[src/rtl/seq_unary_reduce_pkg.sv]
// Shared types and helpers for the sequential unary reduction block.
package seq_unary_reduce_pkg;

    typedef enum logic [1:0] {
        OP_AND  = 2'b00,
        OP_OR   = 2'b01,
        OP_XOR  = 2'b10,
        OP_RSVD = 2'b11
    } op_base_e;

    typedef enum logic [1:0] {
        IDLE = 2'b00,
        RUN  = 2'b01,
        DONE = 2'b10
    } state_e;

    // The reserved code behaves as AND, so it shares AND's identity value.
    function automatic logic identity_value(input op_base_e op_base);
        return (op_base == OP_AND) || (op_base == OP_RSVD);
    endfunction

endpackage

[src/rtl/unary_chunk_reduce.sv]
// Combinational fold of one W-bit chunk into the running reduction bit.
module unary_chunk_reduce
    import seq_unary_reduce_pkg::*;
#(
    parameter int W = 2
) (
    input  logic [W-1:0] chunk,
    input  logic         acc,
    input  op_base_e     op_base,
    output logic         acc_next
);

    always_comb begin
        acc_next = acc & (&chunk);
        case (op_base)
            OP_OR:   acc_next = acc | (|chunk);
            OP_XOR:  acc_next = acc ^ (^chunk);
            default: acc_next = acc & (&chunk);
        endcase
    end

endmodule

[src/rtl/seq_unary_reduce.sv]
// Multi-cycle AND/OR/XOR reduction of an N-bit operand, W bits per cycle,
// with valid/ready handshakes on both the operand and result sides.
//
// state | meaning
// IDLE  | waiting for an operand, in_ready high
// RUN   | folding one chunk per edge, LSB chunk first
// DONE  | result presented, held until out_ready
module seq_unary_reduce
    import seq_unary_reduce_pkg::*;
#(
    parameter int N = 8,
    parameter int W = 2
) (
    input  logic         clk,
    input  logic         rst,
    input  logic         in_valid,
    output logic         in_ready,
    input  logic [N-1:0] a,
    input  logic [2:0]   op,
    output logic         out_valid,
    input  logic         out_ready,
    output logic         c,
    output logic         busy
);

    localparam int CHUNKS = (W >= 1) ? N / W : 1;
    localparam int CW     = $clog2(CHUNKS + 1);

    generate
        if (W < 1 || (N % W) != 0) begin : g_bad_params
            $error("seq_unary_reduce: N must be a positive multiple of W");
        end
    endgenerate

    state_e        state;
    state_e        state_next;
    logic          acc;
    logic [CW-1:0] cnt;
    logic [N-1:0]  a_reg;
    logic [2:0]    op_reg;

    logic          accept;
    logic          last_chunk;
    logic [W-1:0]  chunk;
    logic          acc_next;
    op_base_e      base_reg;

    assign base_reg   = op_base_e'(op_reg[1:0]);
    assign accept     = in_valid && (state == IDLE);
    assign last_chunk = (cnt == CW'(CHUNKS - 1));
    assign chunk      = a_reg[int'(cnt) * W +: W];

    unary_chunk_reduce #(.W(W)) u_chunk (
        .chunk    (chunk),
        .acc      (acc),
        .op_base  (base_reg),
        .acc_next (acc_next)
    );

    always_comb begin
        state_next = state;
        in_ready   = 1'b0;
        out_valid  = 1'b0;
        c          = 1'b0;
        busy       = 1'b1;
        case (state)
            IDLE: begin
                in_ready = 1'b1;
                busy     = 1'b0;
                if (in_valid) state_next = RUN;
            end
            RUN: begin
                if (last_chunk) state_next = DONE;
            end
            DONE: begin
                out_valid = 1'b1;
                c         = acc ^ op_reg[2];
                if (out_ready) state_next = IDLE;
            end
            default: state_next = IDLE;
        endcase
    end

    always_ff @(posedge clk or posedge rst) begin
        if (rst) begin
            state  <= IDLE;
            acc    <= 1'b0;
            cnt    <= '0;
            a_reg  <= '0;
            op_reg <= '0;
        end else begin
            state <= state_next;
            if (accept) begin
                a_reg  <= a;
                op_reg <= op;
                acc    <= identity_value(op_base_e'(op[1:0]));
                cnt    <= '0;
            end else if (state == RUN) begin
                acc <= acc_next;
                cnt <= cnt + CW'(1);
            end
        end
    end

endmodule

[config.mk]
export PLATFORM = sky130hd
export DESIGN_NAME = seq_unary_reduce
export DESIGN_NICKNAME = d
export VERILOG_FILES = /design/src/rtl/seq_unary_reduce_pkg.sv /design/src/rtl/unary_chunk_reduce.sv /design/src/rtl/seq_unary_reduce.sv
export SDC_FILE = /design/constraint.sdc
export NUM_CORES = 1
export LEC_CHECK = 0
export ABC_CLOCK_PERIOD_IN_PS = 4500
export CORE_MARGIN = 10
export CORE_UTILIZATION = 40
export DETAILED_ROUTE_END_ITERATION = 8
export PLACE_DENSITY = 0.68
export SYNTH_ARGS = -nofsm -noshare
export SYNTH_HDL_FRONTEND = slang
export SYNTH_SLANG_ARGS = --single-unit
export TNS_END_PERCENT = 100
[constraint.sdc]
create_clock -name clk -period 4.5 [get_ports clk]
set_input_delay 0.9 -clock clk [delete_from_list [all_inputs] [get_ports clk]]
set_output_delay 0.9 -clock clk [all_outputs]
set_load 0.02 [all_outputs]
==> flow_summary_export.csv, run 1 <==
group,metric,value,unit
worst_setup_path,cp.arrival,1740,ps
synth,ys_seq_area_share,45.1,%
worst_setup_path,critPathCapture,"c",
detailed_routing,wl_per_cell,13.2,µm
grt,grt_pass1_wl,2.93,mm
power,p_total,0.744,mW
detailed_routing,drt_iter0_drc,2,
synth,syn_nets,104,
worst_setup_path,crit_path_max_fanout,7,
synth,avgSynthCellArea,11.4,µm²
detailed_routing,routed_via_density,5.08,
sta,slew_headroom,49.3,%
power,p_int,0.467,mW
worst_hold_path,hold_depth,1,
worst_setup_path,crit_type,"reg -> out",
clock_network,clock_path_buffers,2,
placed_design,place_hpwl,1.33,mm
worst_setup_path,reg2reg_slack,2710,ps
worst_setup_path,cpPeakStageDelay,610,ps
grt,grt_max_degree,18,
sta,skew,1.33,ps
worst_setup_path,r2r_start,"cnt[1]",
detailed_routing,wl,1.72,mm
worst_hold_path,hold_path_class,"reg -> reg",
worst_setup_path,cp_cell_sequence,"or2b_1 -> nor2_1 -> clkdlybuf4s50_1",
flow_run,maxCapViolations,0,
floorplanning,std_cell_rows,17,
sta,maxSlewViolCount,0,
worst_setup_path,reg2reg_to,"acc",
synth,ys_ff_latch,17,
power,power_density,641,nW/µm²
sta,finalSetupViolCount,0,
worst_setup_path,end_kind,"primary output",
power,irDropWorstVdd,328,µV
floorplanning,die_w,68.6,µm
power,swShare,37.2,%
finish,layout_commonest_cell,"clkdlybuf4s50_1",
grt,antenna_found_initial,0,
worst_setup_path,cp-start-kind,"flop",
power,p_seq_share,40.9,%
synth,netlist_instances,83,
clock_network,cts_resized,0,
finish,synthToLayoutAreaGrowth,23.1,%
floorplanning,dieArea,4700,µm²
synth,synth_area,943,µm²
detailed_routing,dr.pass1.iters,4,
sta,period_share,58.8,%
floorplanning,die_y,68.6,µm
power,comb_power_share,48.0,%
clock_network,cts.sink_count,17,
clock_network,cts_hold_buffers,0,
finish,largest_reg_flops,8,
worst_setup_path,cp.required,3600,ps
grt,grt_overflow,0,
detailed_routing,drtAntennaViolNets,0,
worst_setup_path,crit_path_start,"state[0]",
worst_setup_path,reg2reg_depth,7,
floorplanning,initial_core_util,42.2,%
sta,min_period,2640,ps
finish,nets,124,
floorplanning,core_area,2230,µm²
finish,antenna_cells,0,
detailed_routing,routed-via-count,660,
clock_network,numCtsBuffers,3,
power,pwr-share-clk,11.1,%
finish,drive_gt1_share,14.7,%
status,status,"completed",
clock_network,path_clk_slew,100,ps
placed_design,portBuffers,18,
power,p_leak,0.516,nW
floorplanning,num_io_pins,19,
worst_setup_path,cp_slowest_cell,"clkdlybuf4s50_1",
power,p_sw,0.277,mW
finish,fillCellCount,214,
sta,hold_viol_final,0,
finish,layout_common_cells,"18 x clkdlybuf4s50_1, 17 x dfrtp_1, 8 x inv_1",
synth,yosys_warnings,0,
grt,grt_util_all_layers,8.18,%
sta,rsz0062_at_grt,"false",
placed_design,place.gp.congestion,0.696,
synth,ys_types,29,
detailed_routing,drc_errors,0,
sta,tightestPinTransition,760,ps
grt,grt_pass1_vias,726,
clock_network,cts_tree,"built",
clock_network,cts_root_buf,"clkbuf_4",
sta,fmax,378,MHz
clock_network,cts_max_level,1,
clock_network,cts_setup_buffers,0,
clock_network,insertion_delay,290,ps
sta,finalSetupTns,0,ps
-- final cells by class --
cell class              count  area, µm²  area share (%)
flip-flops and latches     17        425            36.6
inverters                   8       30.0            2.59
repair buffers             18        180            15.5
clock buffers               4       26.3            2.26
multi-input cells          55        464            40.0
well taps                  28       35.0            3.02
-- power groups by stage --
stage,registers (mW),logic (mW),clock network (mW)
after floorplan,0.274,0.308,0
after global placement,0.303,0.351,0
after detailed placement,0.308,0.362,0
after CTS,0.306,0.365,0.0852
after global routing,0.319,0.410,0.0901
final,0.305,0.357,0.0823
-- cells in the mapped netlist (all sizes together) --
master	count	share of area (%)
a211o	2	1.9
a211oi	4	3.2
a21o	1	0.80
a21oi	1	0.53
a22o	1	0.93
a31oi	2	1.3
buf	3	2.5
dfrtp	17	45
ha	6	8.0
inv	8	3.2
mux2	9	13
mux2i	2	2.1
nand2	6	2.4
nand2b	1	0.66
nand3b	1	0.80
nor2	1	0.40
nor2b	4	2.7
nor3b	1	2.0
o21ai	6	3.2
o21bai	1	0.80
o22ai	1	0.66
or2	1	0.66
or2b	2	1.7
xnor2	1	0.93
xor2	1	0.93
-- through the flow --
step | setup WS, ps | util, % | instances | cell area, µm² | hold WS [ps]
finish | 1860 | 52.0 | 130 | 1160 | 518
global route | 1760 | 52.0 | 130 | 1160 | 526
CTS | 1840 | 52.0 | 130 | 1160 | 518
detailed placement | 1910 | 50.8 | 126 | 1130 | 490
global placement | 1940 | 50.8 | 126 | 1130 | 492
floorplan | 2610 | - | 83 | 943 | 474
-- cells by family (layout without fill, tap and decap cells) --
logic type / count (synthesis) / count (layout) / share of synthesized area, %
compound gates: 19 / 19 / 13.3
flops: 17 / 17 / 45.1
simple gates: 17 / 17 / 11.3
mux: 11 / 11 / 14.9
buf+inv: 11 / 30 / 5.70
fa+ha+maj: 6 / 6 / 7.96
xor+xnor: 2 / 2 / 1.86
-- layer usage --
layer | vias to the layer above | wire length (µm) | track usage (%)
met5 | - | 0 | 0
met4 | 0 | 40 | 5.28
met3 | 5 | 127 | 2.42
met2 | 19 | 789 | 14.3
met1 | 313 | 758 | 8.33
li1 | 323 | - | -
-- worst min-delay path by stage --
| stage | from | to | slack, ps |
|---|---|---|---|
| floorplan | a_reg[0] | a_reg[0] | 470 |
| global placement | a_reg[3] | a_reg[3] | 490 |
| detailed placement | a_reg[1] | a_reg[1] | 490 |
| CTS | a_reg[0] | a_reg[0] | 520 |
| global route | a_reg[0] | a_reg[0] | 530 |
| finish | a_reg[0] | a_reg[0] | 520 |
-- critical path: cells and delay by family, from the launching register on --
| kind | cells | cell delay [ps] |
|---|---|---|
| DFF | 1 | 460 |
| and+or+nand+nor | 2 | 380 |
| buffers and inverters | 1 | 610 |
Power figures use the tool's default switching activity.
==> inputs of run 2 (changes only) <==
Settings changed: ABC_CLOCK_PERIOD_IN_PS 4500 to 2300, PLACE_DENSITY 0.68 to 0.7.
Clock period 4.5 ns to 2.3 ns, I/O delays scaled along.
==> flow_summary_export.csv, run 2 (synthesis gave the netlist of run 1 again) <==
group,metric,value,unit
status,status,"completed",
detailed_routing,drc_errors,0,
worst_setup_path,reg2reg_to,"acc",
clock_network,cts_tree,"built",
finish,layout_commonest_cell,"clkdlybuf4s50_1",
sta,slew_headroom,59.3,%
floorplanning,die_y,68.6,µm
power,comb_power_share,48.6,%
worst_setup_path,cp.arrival,1740,ps
detailed_routing,routed-via-count,640,
finish,antenna_cells,0,
finish,drive_gt1_share,15.5,%
grt,grt_overflow,0,
finish,synthToLayoutAreaGrowth,23.9,%
floorplanning,initial_core_util,42.2,%
finish,largest_reg_flops,8,
worst_setup_path,critical_path.top_delay_family,"buffers and inverters",
power,p_leak,0.522,nW
worst_hold_path,min-delay-start,"a_reg[3]",
detailed_routing,wl,1.63,mm
power,power_density,1240,nW/µm²
placed_design,place_hpwl,1.34,mm
floorplanning,dieArea,4700,µm²
worst_setup_path,cp.required,1840,ps
grt,grt_max_degree,18,
sta,finalSetupTns,0,ps
power,p_total,1.45,mW
worst_setup_path,cp_slowest_cell,"clkdlybuf4s50_1",
sta,rsz0062_at_grt,"false",
worst_setup_path,end_kind,"primary output",
power,pwr-share-clk,10.7,%
worst_hold_path,whs_endpoint,"a_reg[3]",
worst_setup_path,crit_type,"reg -> out",
floorplanning,die_w,68.6,µm
detailed_routing,dr.pass1.iters,4,
clock_network,path_clk_slew,90,ps
detailed_routing,drt_iter0_drc,15,
finish,fillCellCount,217,
clock_network,cts_setup_buffers,0,
clock_network,clock_path_buffers,2,
worst_setup_path,reg2reg_depth,7,
sta,period_share,95.5,%
finish,stdcell_count,131,
grt,grt_pass1_wl,2.79,mm
clock_network,numCtsBuffers,3,
worst_setup_path,reg2reg_slack,550,ps
grt,grt_util_all_layers,7.49,%
sta,finalSetupViolCount,0,
floorplanning,core_area,2230,µm²
sta,min_period,2200,ps
clock_network,insertion_delay,280,ps
floorplanning,num_io_pins,19,
worst_hold_path,hold_path_class,"reg -> reg",
clock_network,cts.sink_count,17,
finish,nets,125,
worst_setup_path,cp-start-kind,"flop",
worst_setup_path,cp_cell_sequence,"or2b_1 -> nor2_1 -> clkdlybuf4s50_1",
placed_design,portBuffers,18,
worst_setup_path,path_buf_inv,1,
clock_network,cts_hold_buffers,0,
power,irDropWorstVdd,571,µV
grt,grt_pass1_vias,659,
finish,layout_common_cells,"18 x clkdlybuf4s50_1, 17 x dfrtp_1, 8 x inv_1",
clock_network,cts_max_level,1,
finish,finish.instance_area,1170,µm²
placed_design,dp_cells,127,
power,p_sw,0.528,mW
worst_setup_path,r2r_start,"cnt[1]",
sta,tightestPinTransition,610,ps
finish,multi_input_area,464,µm²
grt,antenna_found_initial,0,
flow_run,maxCapViolations,0,
detailed_routing,routed_via_density,4.89,
worst_hold_path,hold_depth,1,
finish,seqCellArea,425,µm²
placed_design,postPlaceCellArea,1140,µm²
floorplanning,std_cell_rows,17,
power,swShare,36.4,%
power,p_int,0.921,mW
detailed_routing,drtAntennaViolNets,0,
clock_network,cts_root_buf,"clkbuf_4",
worst_setup_path,crit_path_max_fanout,7,
detailed_routing,wl_per_cell,12.5,µm
worst_setup_path,cpPeakStageDelay,610,ps
sta,hold_viol_final,0,
sta,fmax,455,MHz
clock_network,cts_resized,0,
sta,maxSlewViolCount,0,
power,p_seq_share,40.7,%
sta,skew,2.14,ps
placed_design,place.gp.congestion,0.710,
run 2: power groups by stage:
stage          logic, mW  clock network [mW]  registers [mW]
2_1_floorplan      0.603                   0           0.536
6_report           0.704               0.155           0.589
5_1_grt            0.797               0.172           0.619
3_3_place_gp       0.696                   0           0.592
3_5_place_dp       0.710                   0           0.598
4_1_cts            0.717               0.160           0.591
run 2: routing by layer:
layer | GRT usage, % | routed length [µm]
met2 | 12.9 | 858
met3 | 1.93 | 30
met4 | 1.51 | 0
met1 | 9.20 | 744
met5 | 0 | 0
run 2: final cells by class:
type | instances | area share, %
multi-input cells | 55 | 39.7
flip-flops and latches | 17 | 36.4
repair buffers | 19 | 16.1
well taps | 28 | 3.00
inverters | 8 | 2.57
clock buffers | 4 | 2.25
run 2: through the flow:
step                utilization (%)  hold slack [ps]  setup slack [ps]
floorplan                         -              386               679
global placement               51.1              493               426
detailed placement             51.1              494               404
CTS                            52.3              519              82.4
global route                   52.3              540              12.5
finish                         52.3              517               104
run 2: worst max path at each step:
stage                         from  endpoint  cells past startpoint
after floorplan             cnt[1]       acc                      7
after global placement    state[0]         c                      3
after detailed placement  state[0]         c                      3
after CTS                 state[0]         c                      3
after global routing      state[0]         c                      3
final                     state[0]         c                      3
run 2: worst reg2reg max path: stages, from the launching register on:
cell and delay (ps):
dfrtp_1 510, nor2b_1 90, a211oi_1 280, a211oi_1 90
ha_1 310, nand3b_1 80, a21o_1 180, a31oi_1 140
